--- src/rtl/crc32_pkg.sv ---
// Shared constants and FSM state type for the crc32_wide slice.
// Optional Adler-32 support is built only with CRC32W_ADLER_EN defined.
package crc32_pkg;

    localparam logic [31:0] CRC32_POLY   = 32'hEDB8_8320;
    localparam logic [31:0] CRC32_INIT   = 32'hFFFF_FFFF;
    localparam logic [31:0] CRC32_XOROUT = 32'hFFFF_FFFF;
    localparam logic [16:0] ADLER_MOD    = 17'd65521;

    typedef enum logic [1:0] {
        IDLE,
        BUSY,
        DONE
    } state_t;

`ifdef CRC32W_ADLER_EN
    localparam logic [31:0] ADLER_INIT = 32'h0000_0001;

    // Operands stay below 2*ADLER_MOD, so one conditional subtract reduces them.
    function automatic logic [31:0] adler_step(input logic [31:0] ba, input logic [7:0] d);
        logic [16:0] a;
        logic [16:0] b;
        a = {1'b0, ba[15:0]} + {9'd0, d};
        if (a >= ADLER_MOD) a = a - ADLER_MOD;
        b = {1'b0, ba[31:16]} + a;
        if (b >= ADLER_MOD) b = b - ADLER_MOD;
        return {b[15:0], a[15:0]};
    endfunction
`endif

endpackage

--- src/rtl/crc32_byte.sv ---
// Combinational one-byte reflected CRC-32 update, LSB first.
// Used by crc32_wide; unaffected by CRC32W_ADLER_EN.
module crc32_byte
    import crc32_pkg::*;
(
    input  logic [31:0] crc,
    input  logic [7:0]  dat,
    output logic [31:0] nxt
);

    always_comb begin
        nxt = crc ^ {24'd0, dat};
        for (int unsigned i = 0; i < 8; i++) begin
            nxt = nxt[0] ? ((nxt >> 1) ^ CRC32_POLY) : (nxt >> 1);
        end
    end

endmodule

--- src/rtl/crc32_wide.sv ---
// Multi-byte-per-beat CRC-32 engine with IDLE/BUSY/DONE message framing.
// Define CRC32W_ADLER_EN to add mode_i and an Adler-32 alternative.
module crc32_wide
    import crc32_pkg::*;
#(
    parameter int unsigned DAT_BYTES = 4,
    parameter int unsigned CNT_W     = $clog2(DAT_BYTES + 1)
) (
    input  logic                   clk,
    input  logic                   rst,
    input  logic                   start_i,
    input  logic                   val_i,
    input  logic [8*DAT_BYTES-1:0] dat_i,
    input  logic [CNT_W-1:0]       cnt_i,
    input  logic                   lst_i,
`ifdef CRC32W_ADLER_EN
    input  logic                   mode_i,
`endif
    output logic                   rdy_o,
    output logic                   done_o,
    output logic                   val_o,
    output logic [31:0]            dat_o
);

    state_t                      state_q, state_d;
    logic                        beat_ok, last_ok;
    logic [31:0]                 acc_q, base, init_val, folded, result;
    logic [DAT_BYTES-1:0]        en;
    logic [DAT_BYTES:0][31:0]    crc_chain;
    logic [DAT_BYTES-1:0][31:0]  stage_out;

    always_ff @(posedge clk or posedge rst) begin
        if (rst) state_q <= IDLE;
        else     state_q <= state_d;
    end

    always_comb begin
        rdy_o   = (state_q != DONE);
        beat_ok = val_i && ((state_q == BUSY) || ((state_q == IDLE) && start_i));
        last_ok = beat_ok && lst_i;
        state_d = state_q;
        case (state_q)
            DONE:    state_d = start_i ? BUSY : IDLE;
            BUSY:    state_d = last_ok ? DONE : BUSY;
            default: state_d = last_ok ? DONE : (start_i ? BUSY : IDLE);
        endcase
    end

    // Any cnt_i above DAT_BYTES enables every lane, which gives saturation for free.
    always_comb begin
        en = '0;
        for (int unsigned i = 0; i < DAT_BYTES; i++) begin
            en[i] = !lst_i || (32'(cnt_i) > i);
        end
    end

    assign base         = start_i ? init_val : acc_q;
    assign crc_chain[0] = base;

    for (genvar g = 0; g < DAT_BYTES; g++) begin : g_lane
        crc32_byte u_byte (
            .crc (crc_chain[g]),
            .dat (dat_i[8*g +: 8]),
            .nxt (stage_out[g])
        );
        assign crc_chain[g+1] = en[g] ? stage_out[g] : crc_chain[g];
    end

`ifdef CRC32W_ADLER_EN
    logic        mode_q, mode_eff;
    logic [31:0] adler_fold;

    always_ff @(posedge clk or posedge rst) begin
        if (rst)          mode_q <= 1'b0;
        else if (start_i) mode_q <= mode_i;
    end

    assign mode_eff = start_i ? mode_i : mode_q;

    always_comb begin
        adler_fold = base;
        for (int unsigned i = 0; i < DAT_BYTES; i++) begin
            if (en[i]) adler_fold = adler_step(adler_fold, dat_i[8*i +: 8]);
        end
    end

    assign init_val = mode_eff ? ADLER_INIT : CRC32_INIT;
    assign folded   = mode_eff ? adler_fold : crc_chain[DAT_BYTES];
    assign result   = mode_eff ? folded : (folded ^ CRC32_XOROUT);
`else
    assign init_val = CRC32_INIT;
    assign folded   = crc_chain[DAT_BYTES];
    assign result   = folded ^ CRC32_XOROUT;
`endif

    always_ff @(posedge clk or posedge rst) begin
        if (rst) begin
            acc_q  <= CRC32_INIT;
            done_o <= 1'b0;
            val_o  <= 1'b0;
            dat_o  <= '0;
        end else begin
            if (beat_ok)      acc_q <= folded;
            else if (start_i) acc_q <= init_val;
            done_o <= last_ok;
            if (last_ok) begin
                dat_o <= result;
                val_o <= 1'b1;
            end else if (start_i) begin
                val_o <= 1'b0;
            end
        end
    end

endmodule

--- config.mk ---
export PLATFORM = sky130hd
export DESIGN_NAME = crc32_wide
export DESIGN_NICKNAME = d
export VERILOG_FILES = /design/src/rtl/crc32_pkg.sv /design/src/rtl/crc32_byte.sv /design/src/rtl/crc32_wide.sv
export SDC_FILE = /design/constraint.sdc
export NUM_CORES = 1
export LEC_CHECK = 0
export CORE_MARGIN = 3
export CORE_UTILIZATION = 52
export CTS_BUF_LIST = sky130_fd_sc_hd__clkbuf_2 sky130_fd_sc_hd__clkbuf_4 sky130_fd_sc_hd__clkbuf_8
export CTS_CLUSTER_SIZE = 25
export DETAILED_ROUTE_END_ITERATION = 10
export MAX_ROUTING_LAYER = met4
export PLACE_DENSITY_LB_ADDON = 0.25
export SLEW_MARGIN = 20
export SYNTH_ARGS = -nofsm -noshare
export SYNTH_HDL_FRONTEND = slang
export SYNTH_SLANG_ARGS = --single-unit
export TNS_END_PERCENT = 50
--- constraint.sdc ---
create_clock -name clk -period 7 [get_ports clk]
set_input_delay 1.4 -clock clk [delete_from_list [all_inputs] [get_ports clk]]
set_output_delay 1.4 -clock clk [all_outputs]
set_load 0.03 [all_outputs]
==> flow_summary.ini <==
[global_routing]
grt_max_degree = 69
antenna_found_initial = 0
grt_pass1_vias = 8243
overflow = 0
grtUsageTotal = 0.321
grt_first_pass_wirelength_um = 48100

[layout]
fin_cells = 1429
final_layout_size_suffix_gt1_frac = 0.196
area.sequential_mm2 = 0.00174
syn2layout_area_growth_pct = 16.7
final_cell_mix = xnor2_1, nor2_1, buf_4
utilization = 0.632
fillers = 1565
final_common_cell = xnor2_1
design_area_mm2 = 0.0112
nNetsFinal = 1242
multiInputGateArea_mm2 = 0.00745
antenna_cells = 0

[yosys]
syn_area_mm2 = 0.00956
synth_nets = 1146
syn_avg_cell_area_um2 = 8.67
yosys-top-cells-area = xnor2_1, dfrtp_1, dfstp_2
synth-xor-area-share = 0.347
yosysTopAreaCellShare = 0.136
yosys_warnings = 0
synth-compound-area-share = 0.176
synth_fa_ha_area_frac = 0.00393
synth_flop_cell = dfrtp_1
synth_mux_area_frac = 0.0631
synth_cells = 1103
synth_edf_count = 0
synthSimpleGateAreaFrac = 0.186
async_flop_share = 1.00
synth_top_area_cell = xnor2_1
ys_seq_area_frac = 0.182
ys_seq_elements = 68
synth_cell_types = 87
synth_top_family_by_area = XOR/XNOR gates

[clock_tree]
clk_pin_slew_ns = 0.08
cts_root_buf = clkbuf_8
cts_tree = yes
numCtsBuffers = 9
cts.path.max_buffers = 2
cts_num_sinks = 68
post_cts_buffers = 0
htreeDepth = 3
clk-insertion-delay-late_ns = 0.35

[worst_setup_path]
cp-endpoint = dat_o[4]
crit_arrival_ns = 6.81
startpoint = lst_i
rrSetupSlack_ns = 1.32
cp-start-kind = input pin
crit_required_ns = 7.24
critPathBufInv = 3
worstPathMaxFanout = 47
ff2ff_path_depth = 17
cp_num_cells = 19
path_delay_family = simple AND/OR/NAND/NOR gates
slowest_delay_ns = 0.66
endpoint_kind = flop
timing.rr.end = dat_o[7]
worstPathCellList = clkdlybuf4s50_1, or4b_1, buf_12, mux2i_1, a31oi_1, or3_1, a211oi_1, nor3b_1, buf_4, or3_4, nand2_4, xnor3_1, a21boi_0, or4_4, xnor2_4, xnor2_1, xor2_1, a21oi_1, mux2_2
worst-setup-path-type = input pin to flop
r2r-start = acc_q[2]
crit_slowest_cell = or4_4

[drt]
wl_per_cell_um = 22.0
vias = 8614
wl_um = 31500
postRouteAntennaNets = 0
drc = 0
drt-vias-per-instance = 6.03
drt_first_iter_violations = 931
dr.pass1.iters = 5

[sta]
final_hold_viol_count = 0
min_period_over_period = 0.938
worst-slew-pin-transition_ns = 0.986
drv_slew = 0
fin_crit_ns = 6.57
skew_ns = 0.0126
rsz0062_at_grt = no
fmax_mhz = 152
fin_setup_tns_ns = 0
setup_viol = 0
slew_headroom = 0.342

[floorplanning]
core_area_mm2 = 0.0177
start_util = 0.541
die_w_um = 142
rows = 48
ioPinCount = 75
die-area_mm2 = 0.0200
die_h_um = 142

[hold_path]
hp-class = flop to flop

[place]
port-buffer-count = 74
dp_cells = 1413
place_congestion = 1.01
dpl-instance-area_mm2 = 0.0109
dpl.hpwl_um = 25300

[run]
maxCapViolCount = 0

[run_status]
status = complete, no violations
==> metal layers <==
metal  vias up  track usage  wire length, um
li1       4090            -                -
met5         -            -                0
met3        74       0.0334             2440
met2       380        0.495            14200
met4         0        0.123             1450
met1      4070        0.440            13400
==> worst min-delay path by stage <==
stage               from        end  slack (ns)  depth (start not counted)
2_1_floorplan  acc_q[24]  acc_q[24]        0.54                          2
3_3_place_gp       val_o      val_o        0.47                          1
3_5_place_dp       val_o      val_o        0.48                          1
4_1_cts            val_o      val_o        0.50                          1
5_1_grt            val_o      val_o        0.51                          1
6_report           val_o      val_o        0.50                          1
==> cell type report <==
cell class | instances | share of cell area
multi-input cells | 949 | 0.668
flip-flops and latches | 68 | 0.156
clock inverters | 6 | 0.0101
clock buffers | 10 | 0.0118
well taps | 225 | 0.0252
repair buffers | 160 | 0.125
inverters | 11 | 0.00370
==> logic make-up (layout without fill, tap and decap cells) <==
kind of cell | Yosys count | count (layout)
buffers and inverters | 86 | 187
multiplexers | 54 | 54
flip-flops | 68 | 68
adder cells (fa/ha/maj) | 3 | 3
AO/OA/AOI/OAI | 261 | 261
XOR/XNOR | 272 | 272
AND/OR/NAND/NOR | 359 | 359
==> repair_timing <==
action,CTS,global route
endpoints found under the setup margin,0,9
hold buffers,0,0
resized for setup,0,2
==> synthesized netlist by cell type, types with 4 or more instances <==
cell         n
inv_1       10
o21ai_1     12
buf_4        7
nand3_1     19
xor2_2       4
xnor2_1    148
xnor2_4      9
o2111ai_1    4
xor3_1      10
xnor2_2      6
o21ai_0     68
nor3_1      53
or3_1       22
and2_1       7
o211ai_1    11
and3_1       9
nand2b_1     5
o21bai_1     4
nand2_1     70
a31oi_1      5
mux2i_1     19
nor2_1     118
clkbuf_1    38
nand4_1      9
xor2_1      57
nor4_1       7
dfstp_2     32
nor2b_1      5
buf_1        7
a211oi_1    15
xnor3_1     33
mux2_2      32
buf_2       20
or2_2        5
o21a_1       8
o31ai_1      4
or4_1        5
a21oi_1     86
o22ai_1      6
dfrtp_1     36
==> registers in the layout, summed over array words and instances (netlist names) <==
name	cells
val_o	1
dat_o	32
acc_q	32
done_o	1
state_q	2
==> stage by stage <==
step,hold WS (ns),setup slack [ns]
final,0.502,0.431
after global routing,0.513,0.114
after CTS,0.502,0.311
after detailed placement,0.484,-0.0722
after global placement,0.467,0.0661
after floorplan,0.540,0.805
Power is left out: the tool's default activity adds up to more than one toggle a clock period on the data nets, which glitch-free logic cannot reach.
